<file path="src/rtl/mxu_pkg.sv">
// Shared parameters and types for the mxu array and its feed sequencer.
// Lane width, grid size and buffer depth live here so every user agrees.
package mxu_pkg;

  localparam int NUM_SIZE    = 16;
  localparam int GRID_SIZE   = 2;
  localparam int BUFFER_LEN  = 8;
  localparam int ADDRESS_LEN = 3;
  localparam int KLEN_W      = 4;
  localparam int LANE_W      = $clog2(GRID_SIZE);
  localparam int CNT_W       = ADDRESS_LEN + 2;
  localparam int POS_W       = CNT_W + 1;

  typedef enum logic [1:0] {
    IDLE,
    CLEAR,
    RUN,
    DONE
  } state_e;

  typedef logic [NUM_SIZE-1:0] lane_t;

  // Run length: K products plus skew fill/drain plus one output-register cycle.
  function automatic logic [CNT_W-1:0] n_run(
    input logic [KLEN_W-1:0] k
  );
    return CNT_W'(k) + CNT_W'(2 * (GRID_SIZE - 1) + 1);
  endfunction

endpackage

</file>
<file path="src/rtl/mxu_lane_buffer.sv">
// One operand lane: BUFFER_LEN entries, write port and a guarded read
// that returns zero for negative positions or positions past rd_len.
module mxu_lane_buffer
  import mxu_pkg::*;
(
  input  logic                    clk,
  input  logic                    wr_en,
  input  logic [ADDRESS_LEN-1:0]  wr_addr,
  input  lane_t                   wr_data,
  input  logic signed [POS_W-1:0] rd_pos,
  input  logic [KLEN_W-1:0]       rd_len,
  output lane_t                   rd_data
);

  lane_t mem_q [BUFFER_LEN];
  logic  in_range;

  always_ff @(posedge clk) begin
    if (wr_en) begin
      mem_q[wr_addr] <= wr_data;
    end
  end

  assign in_range = !rd_pos[POS_W-1]
    && ({1'b0, rd_pos[POS_W-2:0]} < POS_W'(rd_len))
    && (rd_pos[POS_W-2:0] < (POS_W-1)'(BUFFER_LEN));

  assign rd_data = in_range ? mem_q[rd_pos[ADDRESS_LEN-1:0]] : '0;

endmodule

</file>
<file path="src/rtl/mxu_feed_sequencer.sv">
// Owns the west/north operand buffers and sequences one skewed
// matrix-multiply pass into the systolic mxu: CLEAR, RUN, DONE.
module mxu_feed_sequencer
  import mxu_pkg::*;
(
  input  logic                          clk,
  input  logic                          rst,
  input  logic                          wr_en,
  input  logic                          wr_sel,
  input  logic [LANE_W-1:0]             wr_lane,
  input  logic [ADDRESS_LEN-1:0]        wr_addr,
  input  logic [NUM_SIZE-1:0]           wr_data,
  input  logic                          start,
  input  logic [KLEN_W-1:0]             k_len,
  output logic                          busy,
  output logic                          done,
  output logic                          err,
  output logic                          mxu_clear,
  output logic                          mxu_ce,
  output logic [NUM_SIZE*GRID_SIZE-1:0] north_input,
  output logic [NUM_SIZE*GRID_SIZE-1:0] west_input
);

  state_e                        state_q;
  logic [CNT_W-1:0]              t_q;
  logic [KLEN_W-1:0]             k_q;
  logic                          done_q;
  logic                          err_q;
  logic                          clr_q;
  logic                          ce_q;
  logic [NUM_SIZE*GRID_SIZE-1:0] west_q;
  logic [NUM_SIZE*GRID_SIZE-1:0] north_q;

  logic [CNT_W-1:0]              rd_t;
  logic [CNT_W-1:0]              last_t;
  logic                          k_ok;
  logic [NUM_SIZE*GRID_SIZE-1:0] west_pk;
  logic [NUM_SIZE*GRID_SIZE-1:0] north_pk;

  // Lanes are registered, so read one step ahead of the presented t.
  assign rd_t   = (state_q == RUN) ? t_q + CNT_W'(1) : '0;
  assign last_t = n_run(k_q) - CNT_W'(1);
  assign k_ok   = (k_len != '0) && (k_len <= KLEN_W'(BUFFER_LEN));

  for (genvar g = 0; g < GRID_SIZE; g++) begin : g_lane
    logic signed [POS_W-1:0] pos;
    logic                    wr_lane_hit;
    lane_t                   west_rd;
    lane_t                   north_rd;

    assign pos = $signed({1'b0, rd_t}) - $signed(POS_W'(g));
    assign wr_lane_hit = wr_en && (state_q == IDLE)
      && (wr_lane == LANE_W'(g));

    mxu_lane_buffer u_west (
      .clk     (clk),
      .wr_en   (wr_lane_hit && !wr_sel),
      .wr_addr (wr_addr),
      .wr_data (wr_data),
      .rd_pos  (pos),
      .rd_len  (k_q),
      .rd_data (west_rd)
    );

    mxu_lane_buffer u_north (
      .clk     (clk),
      .wr_en   (wr_lane_hit && wr_sel),
      .wr_addr (wr_addr),
      .wr_data (wr_data),
      .rd_pos  (pos),
      .rd_len  (k_q),
      .rd_data (north_rd)
    );

    assign west_pk[g*NUM_SIZE +: NUM_SIZE]  = west_rd;
    assign north_pk[g*NUM_SIZE +: NUM_SIZE] = north_rd;
  end

  always_ff @(posedge clk) begin
    if (rst) begin
      state_q <= IDLE;
      t_q     <= '0;
      k_q     <= '0;
      done_q  <= 1'b0;
      err_q   <= 1'b0;
      clr_q   <= 1'b0;
      ce_q    <= 1'b0;
      west_q  <= '0;
      north_q <= '0;
    end else begin
      done_q <= 1'b0;
      err_q  <= 1'b0;
      clr_q  <= 1'b0;
      unique case (state_q)
        IDLE: begin
          if (start && k_ok) begin
            k_q     <= k_len;
            clr_q   <= 1'b1;
            state_q <= CLEAR;
          end else if (start) begin
            err_q <= 1'b1;
          end
        end
        CLEAR: begin
          state_q <= RUN;
          t_q     <= '0;
          ce_q    <= 1'b1;
          west_q  <= west_pk;
          north_q <= north_pk;
        end
        RUN: begin
          if (t_q == last_t) begin
            state_q <= DONE;
            done_q  <= 1'b1;
            ce_q    <= 1'b0;
            west_q  <= '0;
            north_q <= '0;
          end else begin
            t_q     <= t_q + CNT_W'(1);
            west_q  <= west_pk;
            north_q <= north_pk;
          end
        end
        DONE: begin
          state_q <= IDLE;
        end
        default: begin
          state_q <= IDLE;
        end
      endcase
      if (wr_en && (state_q != IDLE)) begin
        err_q <= 1'b1;
      end
    end
  end

  assign busy        = (state_q != IDLE);
  assign done        = done_q;
  assign err         = err_q;
  assign mxu_clear   = clr_q;
  assign mxu_ce      = ce_q;
  assign west_input  = west_q;
  assign north_input = north_q;

endmodule

</file>
<file path="config.mk">
export PLATFORM = sky130hd
export DESIGN_NAME = mxu_feed_sequencer
export DESIGN_NICKNAME = d
export VERILOG_FILES = /design/src/rtl/mxu_pkg.sv /design/src/rtl/mxu_lane_buffer.sv /design/src/rtl/mxu_feed_sequencer.sv
export SDC_FILE = /design/constraint.sdc
export NUM_CORES = 1
export LEC_CHECK = 0
export CAP_MARGIN = 20
export CORE_UTILIZATION = 40
export CTS_BUF_LIST = sky130_fd_sc_hd__clkbuf_4
export DETAILED_ROUTE_END_ITERATION = 10
export SYNTH_ARGS = -nofsm -noshare
export SYNTH_HDL_FRONTEND = slang
export SYNTH_SLANG_ARGS = --single-unit
</file>
<file path="constraint.sdc">
create_clock -name clk -period 3.5 [get_ports clk]
set_input_delay 0.875 -clock clk [delete_from_list [all_inputs] [get_ports clk]]
set_output_delay 0.875 -clock clk [all_outputs]
set_load 0.05 [all_outputs]
</file>
; ---- Word-level counts from Yosys, hierarchy flattened
; Memory sizes are Yosys's and may differ from the RTL's.
; Index checks and enable logic that the tools add are counted.
[totals]
memories = 4
elab_cells = 87
mem_bits_rw = 512
output_inout_bits = 69
regBits = 79
[op_classes]
muxes = 30
reduce_logical = 25
order_cmp = 5
bitwise_logic = 3
add_sub_neg = 4
eq_ne = 7
[mem_list]
columns = name, depth, word_bits, rd, rd_ports_with_merged_regs, write_ports, line
row1 = g_lane[0].u_north.mem_q, 8, 16, 1, 0, 1, mxu_lane_buffer.sv:15  ; lane_t mem_q [BUFFER_LEN];
row2 = g_lane[0].u_west.mem_q, 8, 16, 1, 0, 1, mxu_lane_buffer.sv:15
row3 = g_lane[1].u_north.mem_q, 8, 16, 1, 0, 1, mxu_lane_buffer.sv:15
row4 = g_lane[1].u_west.mem_q, 8, 16, 1, 0, 1, mxu_lane_buffer.sv:15
[op_table]
columns = cell, count
row1 = $pmux 32 s2, 2
row2 = $mux 16, 4
row3 = $mux 32, 2
row4 = $mux 1, 15
row5 = $logic_and 1x1->1, 13
row6 = $lt 5x4->1, 2
row7 = $lt 5x4->1 const B, 2
row8 = $mux 5, 2
row9 = $pmux 5 s2, 1
row10 = $pmux 2 s4, 1
row11 = $reduce_and 2->1, 4
row12 = $sub 5x1->6 const B, 1
row13 = $add 4x2->5 const B, 1
row14 = $add 5x1->5 const B, 1
row15 = $eq 5x5->1, 1
row16 = $sub 5x1->5 const B, 1
row17 = $eq 2x2->1 const B, 2
row18 = $le 4x4->1 const B, 1
row19 = $mux 2, 2
row20 = $ne 2x1->1 const B, 2
row21 = $reduce_bool 2->1, 2
row22 = $reduce_bool 4->1, 1
row23 = $reduce_or 2->1, 2
row24 = $not 1->1, 3
row25 = other kinds (5), 6

; ---- Logic depth before layout (Yosys ltp)
[depth]
word_depth = 9
ltp_mapped = 17

; ---- Cells and area by module
; A second synthesis with hierarchy kept.
[hier_totals]
cells_unflattened = 1262
hier_area_um2 = 23406.2
[by_module_without_submodules]
columns = mod, seq_area_each_um2, area_per_inst_um2, instances, cells_each
row1 = mxu_lane_buffer, 3843.7, 5127.4, 4, 250
row2 = mxu_feed_sequencer, 1581.5, 2896.5, 1, 262

; ---- Least setup slack after synthesis
; OpenSTA, ideal clock, no wires.
[synth_path]
path_kind = reg2reg
from = reg state_q[0]
to = reg west_q[29], in the netlist west_input[29]
stages_incl_launch_ff = 18
t_arrival_ns = 3.474
slack_ns = -0.098
required_time_ns = 3.376
setup_time_ns = 0.124
n_path_buf = 5
cell_sequence = dfxtp_1 -> inv_1 -> ha_1 -> clkbuf_1 -> nand2_1 -> clkbuf_1 -> buf_1 -> ha_1 -> xnor2_4 -> inv_2 -> buf_6 -> ha_1 -> a21oi_1 -> o22ai_1 -> a311oi_1 -> o211ai_1 -> buf_2 -> o21ai_1
[synth_via]
elab_chain_len = 9
elab_cells_between_ends = 14
cone_classes = add/sub: 1 / order compare: 2 / eq/ne: 2 / mux: 4 / reduce/logical: 4 / memory: 1
[synth_rtl]
columns = element, line
row1 = from (decl), mxu_feed_sequencer.sv:24  ; state_e state_q;
row2 = from (signal assigned), mxu_feed_sequencer.sv:81  ; state_q <= IDLE;
row3 = from (signal assigned), mxu_feed_sequencer.sv:99  ; state_q <= CLEAR;
row4 = from (signal assigned), mxu_feed_sequencer.sv:105  ; state_q <= RUN;
row5 = $eq 2x2->1, "mxu_feed_sequencer.sv:41, mxu_feed_sequencer.sv:94"
row6 = $mux 5, mxu_feed_sequencer.sv:41  ; assign rd_t = (state_q == RUN) ? t_q + CNT_W'(1) : '0;
row7 = $sub 5x1->6, mxu_feed_sequencer.sv:51  ; assign pos = $signed({1'b0, rd_t}) - $signed(POS_W'(g));
row8 = $lt 5x4->1 / $logic_not 1->1 (equally long branches), "mxu_lane_buffer.sv:25, mxu_lane_buffer.sv:24"
row9 = $logic_and 1x1->1, mxu_lane_buffer.sv:25  ; && ({1'b0, rd_pos[POS_W-2:0]} < POS_W'(rd_len))
row10 = $logic_and 1x1->1, mxu_lane_buffer.sv:26  ; && (rd_pos[POS_W-2:0] < (POS_W-1)'(BUFFER_LEN));
row11 = $mux 16, mxu_lane_buffer.sv:28  ; assign rd_data = in_range ? mem_q[rd_pos[ADDRESS_LEN-1:0]] : '0;
row12 = $mux 32, mxu_feed_sequencer.sv:112  ; if (t_q == last_t) begin
row13 = $pmux 32 s2, mxu_feed_sequencer.sv:94  ; unique case (state_q)
row14 = to (signal assigned), mxu_feed_sequencer.sv:108  ; west_q <= west_pk;
row15 = to (signal assigned), mxu_feed_sequencer.sv:120  ; west_q <= west_pk;
row16 = to (decl), mxu_feed_sequencer.sv:31  ; logic [NUM_SIZE*GRID_SIZE-1:0] west_q;
; Several ways; a longest one is shown, not always the timed one.
; A chain may end at the register's enable or synchronous reset.

; ---- Final worst setup path
[layout_path]
from = reg state_q[0]
to = reg west_q[21], in the netlist west_input[21]
; Same word-level chain as after synthesis.

==> summary.md <==
| Metric | Value |
|---|---|
| Outcome | `finished clean` |
| Synth Area in XOR/XNOR | `0.5313%` |
| Max Clk Rate | `301.5 MHz` |
| FF-to-FF End | `west_input[21]` |
| RePlAce Congestion | `0.8380` |
| Post-synthesis compound-gate area fraction | `7.620%` |
| Sequential fraction of the synthesis area | `72.73%` |
| Final #Nets | `1739` |
| Final HPWL DP | `29.96 mm` |
| Async SR Flop Fraction | `0%` |
| H-tree lvl count | `4` |
| Area after DPL | `0.02546 mm²` |
| Internal Power | `12540 µW` |
| Crit path required time | `4.37 ns` |
| Hold EP | `west_input[11]` |
| Area delta synth->final | `17.67%` |
| Simple-gate share of the synthesized area | `4.851%` |
| Clock power frac | `32.6%` |
| IO Count | `98` |
| Core ar. | `0.05770 mm²` |
| Final setup fails | `0` |
| Switching power | `5368 µW` |
| Adder-cell share of the synthesized area | `0.6440%` |
| TritonCTS Buffers | `152` |
| Port bufs | `97` |
| R2R cell count | `16` |
| Initial antenna violation count | `3` |
| Synth Net Count | `1500` |
| Initial Util | `40.41%` |
| Final TNS setup | `0 ns` |
| Die Y | `243.4 µm` |
| CP Data Arrival Time | `4.18 ns` |
| Hold Fails Final Rpt | `0` |
| Post-route cell area | `0.02744 mm²` |
| Clock latency on the worst-skew pair | `0.95 ns` |
| Seq cells post-synth | `591` |
| RSZ-0062 raised after global routing | `false` |
| Post-Synthesis Cells | `1459` |
| Peak supply drop | `0.5308 mV` |
| CTS Buffer Depth | `3` |
| Die X | `243.4 µm` |
| Vias in the first global route | `13588` |
| Total Routing Usage GR | `19.12%` |
| Sw frac | `29.97%` |
| Hold Crit Start | `west_input[11]` |
| Syn Area/Cell | `15.98 µm²` |
| Fin crit period | `3.316 ns` |
| Period utilisation layout | `94.76%` |
| Initial DRC count | `1000` |
| CP Launch Type | `register` |
| Row count | `88` |
| Routed wire length per instance | `21.84 µm` |
| Crit Path Class | `register to register` |
| Root Buffer | `clkbuf_4` |
| Synth Cell Area | `0.02331 mm²` |
| Worst Hold Depth | `2` |
| Multiplexer share of the synthesized area | `11.59%` |
| DR vias | `13681` |
| Synth cell count leaders | `edfxtp_1, mux2i_1, nand2_1` |
| TritonRoute pass-1 iters | `5` |
| FF-to-FF setup slack | `0.18 ns` |
| Synth area leader | `edfxtp_1` |
| Relative slew slack | `24.79%` |
| Die ar. | `0.05926 mm²` |
| Clk_skew | `0.04538 ns` |
| Remaining antenna violation count after routing | `0` |
| HP Class | `register to register` |
| Crit Path Max Fanout | `16` |
| EDFF count, synth | `512` |
| CTS tree | `done` |
| # DRC | `0` |
| Sequential share of power | `44.1%` |
| Slew Viols, Final | `0` |
| Pin slew with the least headroom to its limit | `1.128 ns` |
| First-pass GRT wire length | `83.01 mm` |
| Leakage | `0.008805 µW` |
| Filler cell count | `5117` |
| Count leader, synth | `edfxtp_1` |
| YS warnings | `0` |
| Synth top area share | `65.94%` |
| Synth area leaders | `edfxtp_1, mux2i_1, dfxtp_1, mux4_2, a221oi_1` |
| R2R Path Start | `state_q[0]` |
| Crit. End Element | `register` |
| Unique masters post-synth | `52` |
| Max-Cap Viols | `0` |
| Ys flop type | `edfxtp_1` |
| CTS clk-pin slew, worst paths | `0.06 ns` |
| Layout cells sized above 1 | `21.61%` |
| Power Density | `652.9 mW/mm²` |
| Largest family of logic cells by synthesized area | `multiplexers` |
| Hold buffer count at cts | `0` |
| Routed WL | `56.47 mm` |
| Logic pwr share | `23.3%` |
| Routed vias/inst | `5.290` |
| Total gr overflow | `0` |
| Pin count of the biggest net entering global routing | `131` |
| Clock sinks | `591` |
final cells by class:
type | count | area (µm²) | area share (%)
sequential | 591 | 16960 | 61.82
multi-input combinational | 762 | 5908 | 21.54
clock buffer | 240 | 1802 | 6.567
timing repair buffer | 174 | 1594 | 5.810
tap | 765 | 957.2 | 3.489
clock inverter | 35 | 145.1 | 0.5290
inverter | 17 | 63.81 | 0.2326
antenna | 2 | 5.005 | 0.01824
worst max-delay path: stages (launching register included):
cell and delay, ns:
dfxtp_1 0.32, inv_1 0.11, ha_2 0.26, buf_4 0.24, nor2b_4 0.22, inv_2 0.05, ha_1 0.28, xnor2_4 0.21
inv_2 0.06, ha_1 0.29, a21oi_1 0.15, o22ai_1 0.11, nor4b_1 0.26, o211ai_1 0.14, buf_4 0.20, buf_6 0.21
o21ai_2 0.15
how the worst max path moves through the flow:
stage | cells past startpoint | endpoint | from
2_1_floorplan | 17 | west_input[29] | state_q[0]
3_3_place_gp | 15 | west_input[31] | state_q[0]
3_5_place_dp | 15 | west_input[31] | state_q[0]
4_1_cts | 15 | west_input[31] | state_q[0]
5_1_grt | 16 | west_input[16] | state_q[0]
6_report | 16 | west_input[21] | state_q[0]
metrics by stage:
stage	std cells	power, µW	hold WS, ns	setup WS [ns]	util (%)
floorplan	1459	11010	0.4657	0.01196	-
global placement	2307	12220	0.4410	0.1273	44.13
detailed placement	2307	12270	0.4489	0.07797	44.13
CTS	2582	18120	0.4644	0.09038	47.50
global route	2586	18780	0.4788	0.008981	47.55
finish	2586	17910	0.4555	0.1835	47.55
layout by cell type, fill, tap and decap left out, types with 11 or more instances in the layout:
| master | count |
|---|---|
| a21oi_1 | 41 |
| a221oi_1 | 61 |
| buf_4 | 73 |
| clkbuf_4 | 240 |
| clkdlybuf4s50_1 | 96 |
| clkinv_1 | 26 |
| dfxtp_1 | 78 |
| edfxtp_1 | 512 |
| ha_1 | 11 |
| inv_1 | 14 |
| mux2i_1 | 198 |
| mux4_2 | 32 |
| nand2_1 | 108 |
| nor2_1 | 76 |
| nor2b_1 | 31 |
| o21ai_0 | 42 |
| o21ai_2 | 20 |
| o22ai_1 | 33 |
| o31ai_1 | 35 |
power groups by stage:
stage / clock network, µW / logic [µW] / registers [µW]
final: 5830 / 4170 / 7910
after global routing: 6380 / 4480 / 7920
after CTS: 6000 / 4210 / 7910
after detailed placement: 0 / 4210 / 8060
after global placement: 0 / 4170 / 8060
after floorplan: 0 / 2720 / 8280
sequential cells by signal, indices dropped and copies added, names as in the netlist, 2 cells and up:
signal	count
g_lane.u_north.mem_q	256
g_lane.u_west.mem_q	256
k_q	4
north_input	32
state_q	2
t_q	5
west_input	32
repair_timing:
item,in CTS,in global routing
setup buffers,0,1
pin swaps,0,1
gates resized for setup,1,2
endpoints found under the setup margin,1,32
cloned,0,1
layer usage:
metal / routed length, µm / up-vias / track usage [%]
li1: - / 6270 / -
met1: 24700 / 6887 / 24.79
met2: 26920 / 440 / 30.21
met3: 3667 / 80 / 5.684
met4: 1150 / 4 / 7.307
met5: 25 / - / 0
cells by family (layout without fill, tap and decap cells):
logic type,Yosys count,in the layout
adders and majority gates,12,12
other,0,2
and+or+nand+nor,252,252
buffers and inverters,106,466
muxes,230,230
DFF,591,591
xor gates and xnor gates,9,9
AOI/OAI and AO/OA,259,259
Power figures use the tool's default switching activity.
